===== src/rtl/data_types_pkg.sv =====
// Shared types for the UART transmit path: frame configuration, FSM state and data byte.
package data_types_pkg;

  localparam int unsigned DIV_W     = 8;
  localparam int unsigned BYTE_W    = 8;
  localparam int unsigned BIT_IDX_W = 3;

  typedef logic [BYTE_W-1:0] byte_t;

  typedef struct packed {
    logic             en;
    logic             stop;
    logic             word;
    logic [DIV_W-1:0] br_div;
  } config_t;

  typedef enum logic [2:0] {
    IDLE  = 3'd0,
    START = 3'd1,
    DATA  = 3'd2,
    STOP  = 3'd3,
    WAIT  = 3'd4,
    ERROR = 3'd5
  } state_t;

endpackage


===== src/rtl/uart_baud_gen.sv =====
// Bit-period timer: counts down from the latched divider and pulses bit_end on the last clock.
module uart_baud_gen
  import data_types_pkg::*;
(
  input  logic             clk,
  input  logic             rst_n,
  input  logic             load,
  input  logic [DIV_W-1:0] div,
  output logic             bit_end
);

  logic [DIV_W-1:0] r_cnt;
  logic [DIV_W-1:0] r_div;

  // Divider is captured at load so the period is fixed for the whole frame.
  always_ff @(posedge clk or negedge rst_n) begin
    if (!rst_n) begin
      r_cnt <= '0;
      r_div <= '0;
    end else if (load) begin
      r_cnt <= div;
      r_div <= div;
    end else if (r_cnt == '0) begin
      r_cnt <= r_div;
    end else begin
      r_cnt <= r_cnt - DIV_W'(1);
    end
  end

  assign bit_end = (r_cnt == '0);

endmodule


===== src/rtl/uart_tx_ctrl.sv =====
// UART transmitter: start bit, 7/8 data bits LSB first, 1/2 stop bits, config latched per frame.
module uart_tx_ctrl
  import data_types_pkg::*;
(
  input  logic    clk,
  input  logic    rst_n,
  input  config_t cfg,
  input  byte_t   tx_data,
  input  logic    tx_valid,
  output logic    tx_ready,
  output logic    tx,
  output logic    busy,
  output logic    frame_done
);

  state_t               r_state;
  byte_t                r_shift;
  logic [BIT_IDX_W-1:0] r_bit_idx;
  logic                 r_stop_cnt;
  logic                 r_word;
  logic                 r_stop;
  logic                 r_tx;
  logic                 r_busy;
  logic                 r_frame_done;

  logic                 w_xfer;
  logic                 w_bit_end;
  logic [BIT_IDX_W-1:0] w_last_idx;

  assign tx_ready   = (r_state == IDLE) && cfg.en;
  assign w_xfer     = tx_valid && tx_ready;
  assign w_last_idx = r_word ? BIT_IDX_W'(7) : BIT_IDX_W'(6);

  uart_baud_gen u_baud (
    .clk     (clk),
    .rst_n   (rst_n),
    .load    (w_xfer),
    .div     (cfg.br_div),
    .bit_end (w_bit_end)
  );

  always_ff @(posedge clk or negedge rst_n) begin
    if (!rst_n) begin
      r_state      <= IDLE;
      r_shift      <= '0;
      r_bit_idx    <= '0;
      r_stop_cnt   <= 1'b0;
      r_word       <= 1'b0;
      r_stop       <= 1'b0;
      r_tx         <= 1'b1;
      r_busy       <= 1'b0;
      r_frame_done <= 1'b0;
    end else begin
      r_frame_done <= 1'b0;
      case (r_state)
        IDLE: begin
          r_tx   <= 1'b1;
          r_busy <= 1'b0;
          if (w_xfer) begin
            r_shift    <= tx_data;
            r_word     <= cfg.word;
            r_stop     <= cfg.stop;
            r_bit_idx  <= '0;
            r_stop_cnt <= 1'b0;
            r_state    <= START;
            r_tx       <= 1'b0;
            r_busy     <= 1'b1;
          end
        end
        START: begin
          if (w_bit_end) begin
            r_state   <= DATA;
            r_tx      <= r_shift[0];
            r_shift   <= {1'b0, r_shift[BYTE_W-1:1]};
            r_bit_idx <= '0;
          end
        end
        DATA: begin
          if (w_bit_end) begin
            if (r_bit_idx == w_last_idx) begin
              r_state <= STOP;
              r_tx    <= 1'b1;
            end else begin
              r_bit_idx <= r_bit_idx + BIT_IDX_W'(1);
              r_tx      <= r_shift[0];
              r_shift   <= {1'b0, r_shift[BYTE_W-1:1]};
            end
          end
        end
        STOP: begin
          r_tx <= 1'b1;
          if (w_bit_end) begin
            // Second stop period only when two stop bits were latched.
            if (r_stop && !r_stop_cnt) begin
              r_stop_cnt <= 1'b1;
            end else begin
              r_state      <= IDLE;
              r_busy       <= 1'b0;
              r_frame_done <= 1'b1;
            end
          end
        end
        default: begin
          r_state <= IDLE;
          r_tx    <= 1'b1;
          r_busy  <= 1'b0;
        end
      endcase
    end
  end

  assign tx         = r_tx;
  assign busy       = r_busy;
  assign frame_done = r_frame_done;

endmodule


===== config.mk =====
export PLATFORM = sky130hd
export DESIGN_NAME = uart_tx_ctrl
export DESIGN_NICKNAME = d
export VERILOG_FILES = /design/src/rtl/data_types_pkg.sv /design/src/rtl/uart_baud_gen.sv /design/src/rtl/uart_tx_ctrl.sv
export SDC_FILE = /design/constraint.sdc
export NUM_CORES = 1
export LEC_CHECK = 0
export CORE_MARGIN = 2
export CORE_UTILIZATION = 40
export CTS_BUF_LIST = sky130_fd_sc_hd__clkbuf_8
export DETAILED_ROUTE_END_ITERATION = 16
export GPL_TIMING_DRIVEN = 0
export HOLD_SLACK_MARGIN = 0.03
export PLACE_DENSITY_LB_ADDON = 0.3
export SETUP_SLACK_MARGIN = 0.2
export SYNTH_ARGS = -nofsm -noshare
export SYNTH_HDL_FRONTEND = slang
export SYNTH_SLANG_ARGS = --single-unit

===== constraint.sdc =====
create_clock -name clk -period 2 [get_ports clk]
set_input_delay 0.4 -clock clk [delete_from_list [all_inputs] [get_ports clk]]
set_output_delay 0.4 -clock clk [all_outputs]
set_load 0.1 [all_outputs]

==> results of run 1 <==
synthesized netlist by cell type, types with 4 or more instances:
cell type and instances:
clkbuf_1 5, inv_1 8, mux2_1 4, ha_1 7, a21oi_1 4, mux2_2 12
nor3_1 4, nand2_1 35, dfrtp_1 34, nor2_1 5, o21ai_0 19
worst reg2reg max path, stage by stage, from the launching register on:
cell and delay [ps]:
dfrtp_1 400, buf_6 130, ha_4 150, buf_8 120
or2_4 260, a31oi_4 210, nor2_4 70, buf_12 140
mux2_4 290
how the worst max path moves through the flow:
stage                   end  cells past startpoint
6_report         r_shift[4]                      8
5_1_grt          r_state[1]                      7
4_1_cts            tx_ready                      4
3_5_place_dp       tx_ready                      3
3_3_place_gp       tx_ready                      3
2_1_floorplan  r_bit_idx[0]                      7
metrics by stage:
step / hold WS [ps] / util, % / instances
3_5_place_dp: 457 / 49.9 / 259
3_3_place_gp: 454 / 50.0 / 259
2_1_floorplan: 104 / - / 182
4_1_cts: 223 / 58.8 / 285
6_report: 191 / 61.2 / 293
5_1_grt: 270 / 61.2 / 293
timing repair:
action / CTS / global route
pin swaps: 8 / 6
gates resized for setup: 47 / 17
gates cloned: 0 / 0
setup endpoints to repair: 33 / 29
buffers inserted: 19 / 8
area by class of cell:
class / instances / area (um2)
Clock buffer: 7 / 96.3
Multi-Input combinational cell: 133 / 1110
Buffer: 5 / 40.0
Sequential cell: 35 / 880
Tap cell: 52 / 65.1
Clock inverter: 1 / 3.75
Inverter: 8 / 30.0
Fill cell: 340 / 1710
Timing Repair Buffer: 52 / 477
state kept, by name, summed over array words and instances (netlist names):
signal        flops
r_shift           8
busy              1
r_stop            1
r_stop_cnt        1
r_state           2
u_baud.r_cnt      8
r_bit_idx         3
tx                1
frame_done        1
u_baud.r_div      8
r_word            1
placed cells by master, fill, tap and decap left out, drive strengths merged, types with 6 or more instances in the layout:
cell           Yosys  final
clkdlybuf4s50      0     20
mux2              16     16
inv                8      9
ha                 7      7
nor2               6      6
dfrtp             34     34
o21ai             20     20
clkbuf             5     10
nand2             36     36
buf                1     31
power by group:
part	total [W]	internal [W]	switching, W	leakage, nW
combinational	0.00276	0.00144	0.00132	0.697
clock	0.000562	0.000309	0.000253	0.0557
sequential	0.00131	0.00106	0.000258	0.428
cell families after synthesis:
kind of cell	Yosys count
and+or+nand+nor	63
AOI/OAI and AO/OA	43
DFF	35
muxes	17
buffers and inverters	14
adders and majority gates	7
xor gates and xnor gates	3
metal layers:
layer  up-vias  global-route usage [%]  part of all wire (%)
li1        766                       -                     -
met1       732                    24.8                    48
met5         -                       0                     0
met3         6                    4.03                   4.4
met4         0                    7.13                   1.2
met2        40                    28.5                    46
==> results.ini, run 1 <==
[route]
wl_per_cell_um=15.0
drc=0
drt_iter0_drc=111
ant_nets=0
postRouteWirelength_mm=4.39
vias=1544
viasPerCell=5.27
firstDrtPassIters=4

[critical_path]
rrSetupSlack_ps=110
cp_slowest_cell=dfrtp_1
end_kind=flip-flop
critPathMaxStageDelay_ps=400
crit_arrival_ps=2050
critPathTopFamily=flip-flops
required_ps=2170
worstSetupPathType=reg2reg
cp-startpoint=r_state[1]
critPathLaunchType=flip-flop
critical_path_peak_fanout=7
r2r-start=r_state[1]
rr_worst_depth=8
critPathBufInv=3
crit_path_cell_trace=buf_6, ha_4, buf_8, or2_4, a31oi_4, nor2_4, buf_12, mux2_4
r2r_end=r_shift[4]

[sta]
max_freq_ghz=0.530
min_period_over_period_pct=94.4
setup_violations=0
rsz0062_at_grt=yes
setup_tns_ps=0
slew_viol_final=0
maxSlewHeadroom_pct=47.6
fin_skew_ps=7.30
worst_pin_slew_ps=786
hold_viol=0
fin_ws_ps=112
min_period_ps=1890

[clock_tree]
clkLatencyLatePin_ps=280
clockRootBuffer=clkbuf_8
numCtsBuffers=5
cts_hold_buf=0
cts_sinks=35
cts_tree=yes
clockBufferDepth=2
htreeDepth=2
clk_pin_slew_worst_paths_ps=70

[final_layout]
final_cell_area_um2=2700
synthToLayoutAreaGrowth_pct=44.6
fin_nets=269
diodes=0
layout-drive-gt1-share_pct=37.8

[run]
max-cap-violations=0

[synthesis]
synthMuxAreaShare_pct=10.2
yosys.area_share.simple_pct=17.7
synth_top_area_share_pct=45.6
ys_seq_area_share_pct=47.0
synth-adder-area-share_pct=4.69
synth_edf_count=0
synthTopCellsByArea=dfrtp_1 46%, mux2_2 7.2%, nand2_1 7.0%
synth-compound-area-share_pct=15.8
async_reset_ff_share_pct=100
ys_warn_count=0
ys_ff_latch=35
synthesis.nets=211
synth_top_flop_cell=dfrtp_1
syn_inst=182
synth_top_family_by_area=simple AND/OR/NAND/NOR gates
yosys.area.top_type=dfrtp_1
netlist_area_um2=1870
avgSynthCellArea_um2=10.3
synth_xor_xnor_area_share_pct=1.41
synth_cell_types=45

[floorplan]
fp.dieW_um=72.3
rows=24
die_h_um=72.3
start_util_pct=42.3
num_io_pins=26
dieArea_um2=5230
core_um2=4410

[global_route]
grt_start_max_net_pins=36
grt_pass1_wl_mm=7.49
grt_overflow_total=0
grt_usage_pct=18.3
antenna_found_initial=0
grt_pass1_vias=1602

[worst_hold_path]
min_path_type=in2async

[placed_design]
numPortBuffers=25
place_ws_ps=-586
hpwl_mm=2.62
place.gp.congestion=0.780
dpl_cell_area_um2=2200

[outcome]
status=complete, no violations

[power_and_ir_drop]
ir_drop_uv=635
total_leakage_power_nw=1.18
power_w=0.00464
power_density_nw_per_um2=1720

No activity file was read; power rests on OpenSTA's default activity.
==> run 2: changes to the inputs <==
--- a/config.mk
+++ b/config.mk
@@ -5,6 +5,7 @@
 export SDC_FILE = /design/constraint.sdc
 export NUM_CORES = 1
 export LEC_CHECK = 0
+export ABC_AREA = 1
 export CORE_MARGIN = 2
 export CORE_UTILIZATION = 40
 export CTS_BUF_LIST = sky130_fd_sc_hd__clkbuf_8
@@ -13,6 +14,7 @@
 export HOLD_SLACK_MARGIN = 0.03
 export PLACE_DENSITY_LB_ADDON = 0.3
 export SETUP_SLACK_MARGIN = 0.2
+export SLEW_MARGIN = 40
 export SYNTH_ARGS = -nofsm -noshare
 export SYNTH_HDL_FRONTEND = slang
 export SYNTH_SLANG_ARGS = --single-unit
==> results.ini, run 2 <==
[outcome]
status=complete, no violations

[floorplan]
die_h_um=74.3  ; +2.8%
start_util_pct=41.6  ; -0.66 points
rows=25  ; +4.2%
num_io_pins=26  ; unchanged
fp.dieW_um=74.3  ; +2.8%
core_um2=4750  ; +7.7%
dieArea_um2=5530  ; +5.7%

[route]
wl_per_cell_um=11.1  ; -26%
ant_nets=0  ; unchanged
vias=1655  ; +7.2%
firstDrtPassIters=5  ; +1
postRouteWirelength_mm=4.04  ; -7.9%
drt_iter0_drc=94  ; -15%
viasPerCell=4.56  ; -13%
drc=0  ; unchanged

[clock_tree]
clockBufferDepth=2  ; unchanged
clkLatencyLatePin_ps=290  ; about the same
cts_sinks=35  ; unchanged
clockRootBuffer=clkbuf_8
cts_tree=yes
numCtsBuffers=5  ; unchanged
clk_pin_slew_worst_paths_ps=70  ; about the same
htreeDepth=2  ; unchanged

[power_and_ir_drop]
power_w=0.00399  ; -14%
total_leakage_power_nw=1.32  ; +11%
ir_drop_uv=550  ; -13%
power_density_nw_per_um2=1600  ; -7.0%

[sta]
min_period_ps=1710  ; -175 ps
min_period_over_period_pct=85.6  ; -8.8 points
worst_pin_slew_ps=487  ; -299 ps
slew_viol_final=0  ; unchanged
setup_violations=0  ; unchanged
max_freq_ghz=0.584  ; +10%
rsz0062_at_grt=no
fin_worst_hold_slack_ps=477  ; +286 ps
hold_viol=0  ; unchanged
fin_skew_ps=11.0  ; +3.67 ps
maxSlewHeadroom_pct=67.8  ; +20 points

[global_route]
grt_start_max_net_pins=23  ; -36%
grt_usage_pct=16.5  ; -1.8 points
grt_pass1_vias=1517  ; -5.3%
grt_pass1_wl_mm=6.88  ; -8.1%
grt_overflow_total=0  ; unchanged
antenna_found_initial=0  ; unchanged

[run]
max-cap-violations=0  ; unchanged

[worst_hold_path]
min_path_type=reg2reg

[critical_path]
worstSetupPathType=reg2out
rrSetupSlack_ps=350  ; +240 ps
required_ps=1600  ; -570 ps
critPathLaunchType=flip-flop
crit_arrival_ps=1310  ; -740 ps
end_kind=primary output
critical_path_peak_fanout=4  ; -3

[synthesis]
syn_inst=257  ; +41%
yosys.area.top_type=dfrtp_1
netlist_area_um2=1980  ; +6.0%
synthesis.nets=286  ; +36%
avgSynthCellArea_um2=7.70  ; -25%
synthTopCellsByCount=94 x nand2_1, 34 x dfrtp_1, 28 x inv_1
ys_ff_latch=35  ; unchanged
async_reset_ff_share_pct=100  ; unchanged
synth_edf_count=0  ; unchanged
ys_seq_area_share_pct=44.3  ; -2.7 points
synth_cell_types=28  ; -38%
synth_top_flop_cell=dfrtp_1
synthTopCellsByArea=dfrtp_1 43%, nand2_1 18%, inv_1 5.3%
synth_top_area_share_pct=43.0  ; -2.6 points
synth_most_common_cell=nand2_1
ys_warn_count=0  ; unchanged

[final_layout]
reg_top3=r_shift x8, u_baud.r_cnt x8, u_baud.r_div x8
layout_common_cells=94 x nand2_1, 34 x dfrtp_1, 27 x inv_1, 20 x clkdlybuf4s50_1, 18 x o21ai_0
diodes=0  ; unchanged
layout-drive-gt1-share_pct=15.5  ; -22 points
final_cell_area_um2=2490  ; -7.6%
mostFrequentLayoutCell=nand2_1
fin_nets=324  ; +20%
synthToLayoutAreaGrowth_pct=26.0

[placed_design]
numPortBuffers=25  ; unchanged
hpwl_mm=2.92  ; +11%
dpl_cell_area_um2=2320  ; +5.2%
place.gp.congestion=0.816  ; +4.6%

run 2: power by group:
part | leakage (nW) | total [W] | internal (W) | switching [W]
clock network | 0.0557 | 0.000561 | 0.000309 | 0.000252
logic | 0.822 | 0.00216 | 0.000815 | 0.00135
registers | 0.438 | 0.00126 | 0.00103 | 0.000227
run 2: layer usage:
metal | global-route usage, % | wire length (um)
met5 | 0 | 0
met1 | 22.8 | 2070
met2 | 25.0 | 1770
met4 | 5.95 | 61
met3 | 4.47 | 143
run 2: cells by family after synthesis:
logic type / Yosys count / synth area share, %
and+or+nand+nor: 145 / 34.1
buffers and inverters: 37 / 8.03
DFF: 35 / 44.3
AOI/OAI and AO/OA: 30 / 7.84
adders and majority gates: 7 / 4.42
xor gates and xnor gates: 3 / 1.33
run 2: repair_timing:
item,in CTS,in global routing
endpoints found under the setup margin,1,31
hold buffers,1,0
hold endpoints to repair,12,0
buffers inserted,0,4
resized for setup,2,15
run 2: stage by stage:
| stage | worst slack [ps] | utilization (%) | std cells | setup TNS (ps) |
|---|---|---|---|---|
| final | 287 | 52.5 | 363 | 0 |
| after global routing | 187 | 52.5 | 363 | 0 |
| after CTS | 206 | 51.2 | 359 | 0 |
| after detailed placement | 83.1 | 48.7 | 350 | 0 |
| after global placement | -487 | 48.7 | 349 | -8820 |
| after floorplan | 305 | - | 257 | 0 |
run 2: final timing paths:
check / startpoint / to / depth (start not counted)
worst max-delay path: r_state[1] / tx_ready / 5
worst min-delay path: r_shift[3] / r_shift[3] / 2
worst max register to register: r_state[0] / r_shift[7] / 8
worst min register to register: r_shift[3] / r_shift[3] / 2
max in group asynchronous: rst_n / r_shift[4] / 3
min in group asynchronous: rst_n / u_baud.r_div[0] / 2
run 2: area by class of cell:
| cell class | instances | area (um2) |
|---|---|---|
| clock buffers | 7 | 96.3 |
| clock inverters | 1 | 3.75 |
| well taps | 67 | 83.8 |
| inverters | 30 | 116 |
| fillers | 491 | 2260 |
| repair buffers | 31 | 308 |
| flip-flops and latches | 35 | 877 |
| plain buffers | 7 | 52.6 |
| multi-input cells | 185 | 957 |
run 2: worst max-delay path: stages (launching register included):
cell     delay (ps)
dfrtp_1         420
inv_2            80
ha_2            190
nand2_1          90
inv_2            80
buf_12          170
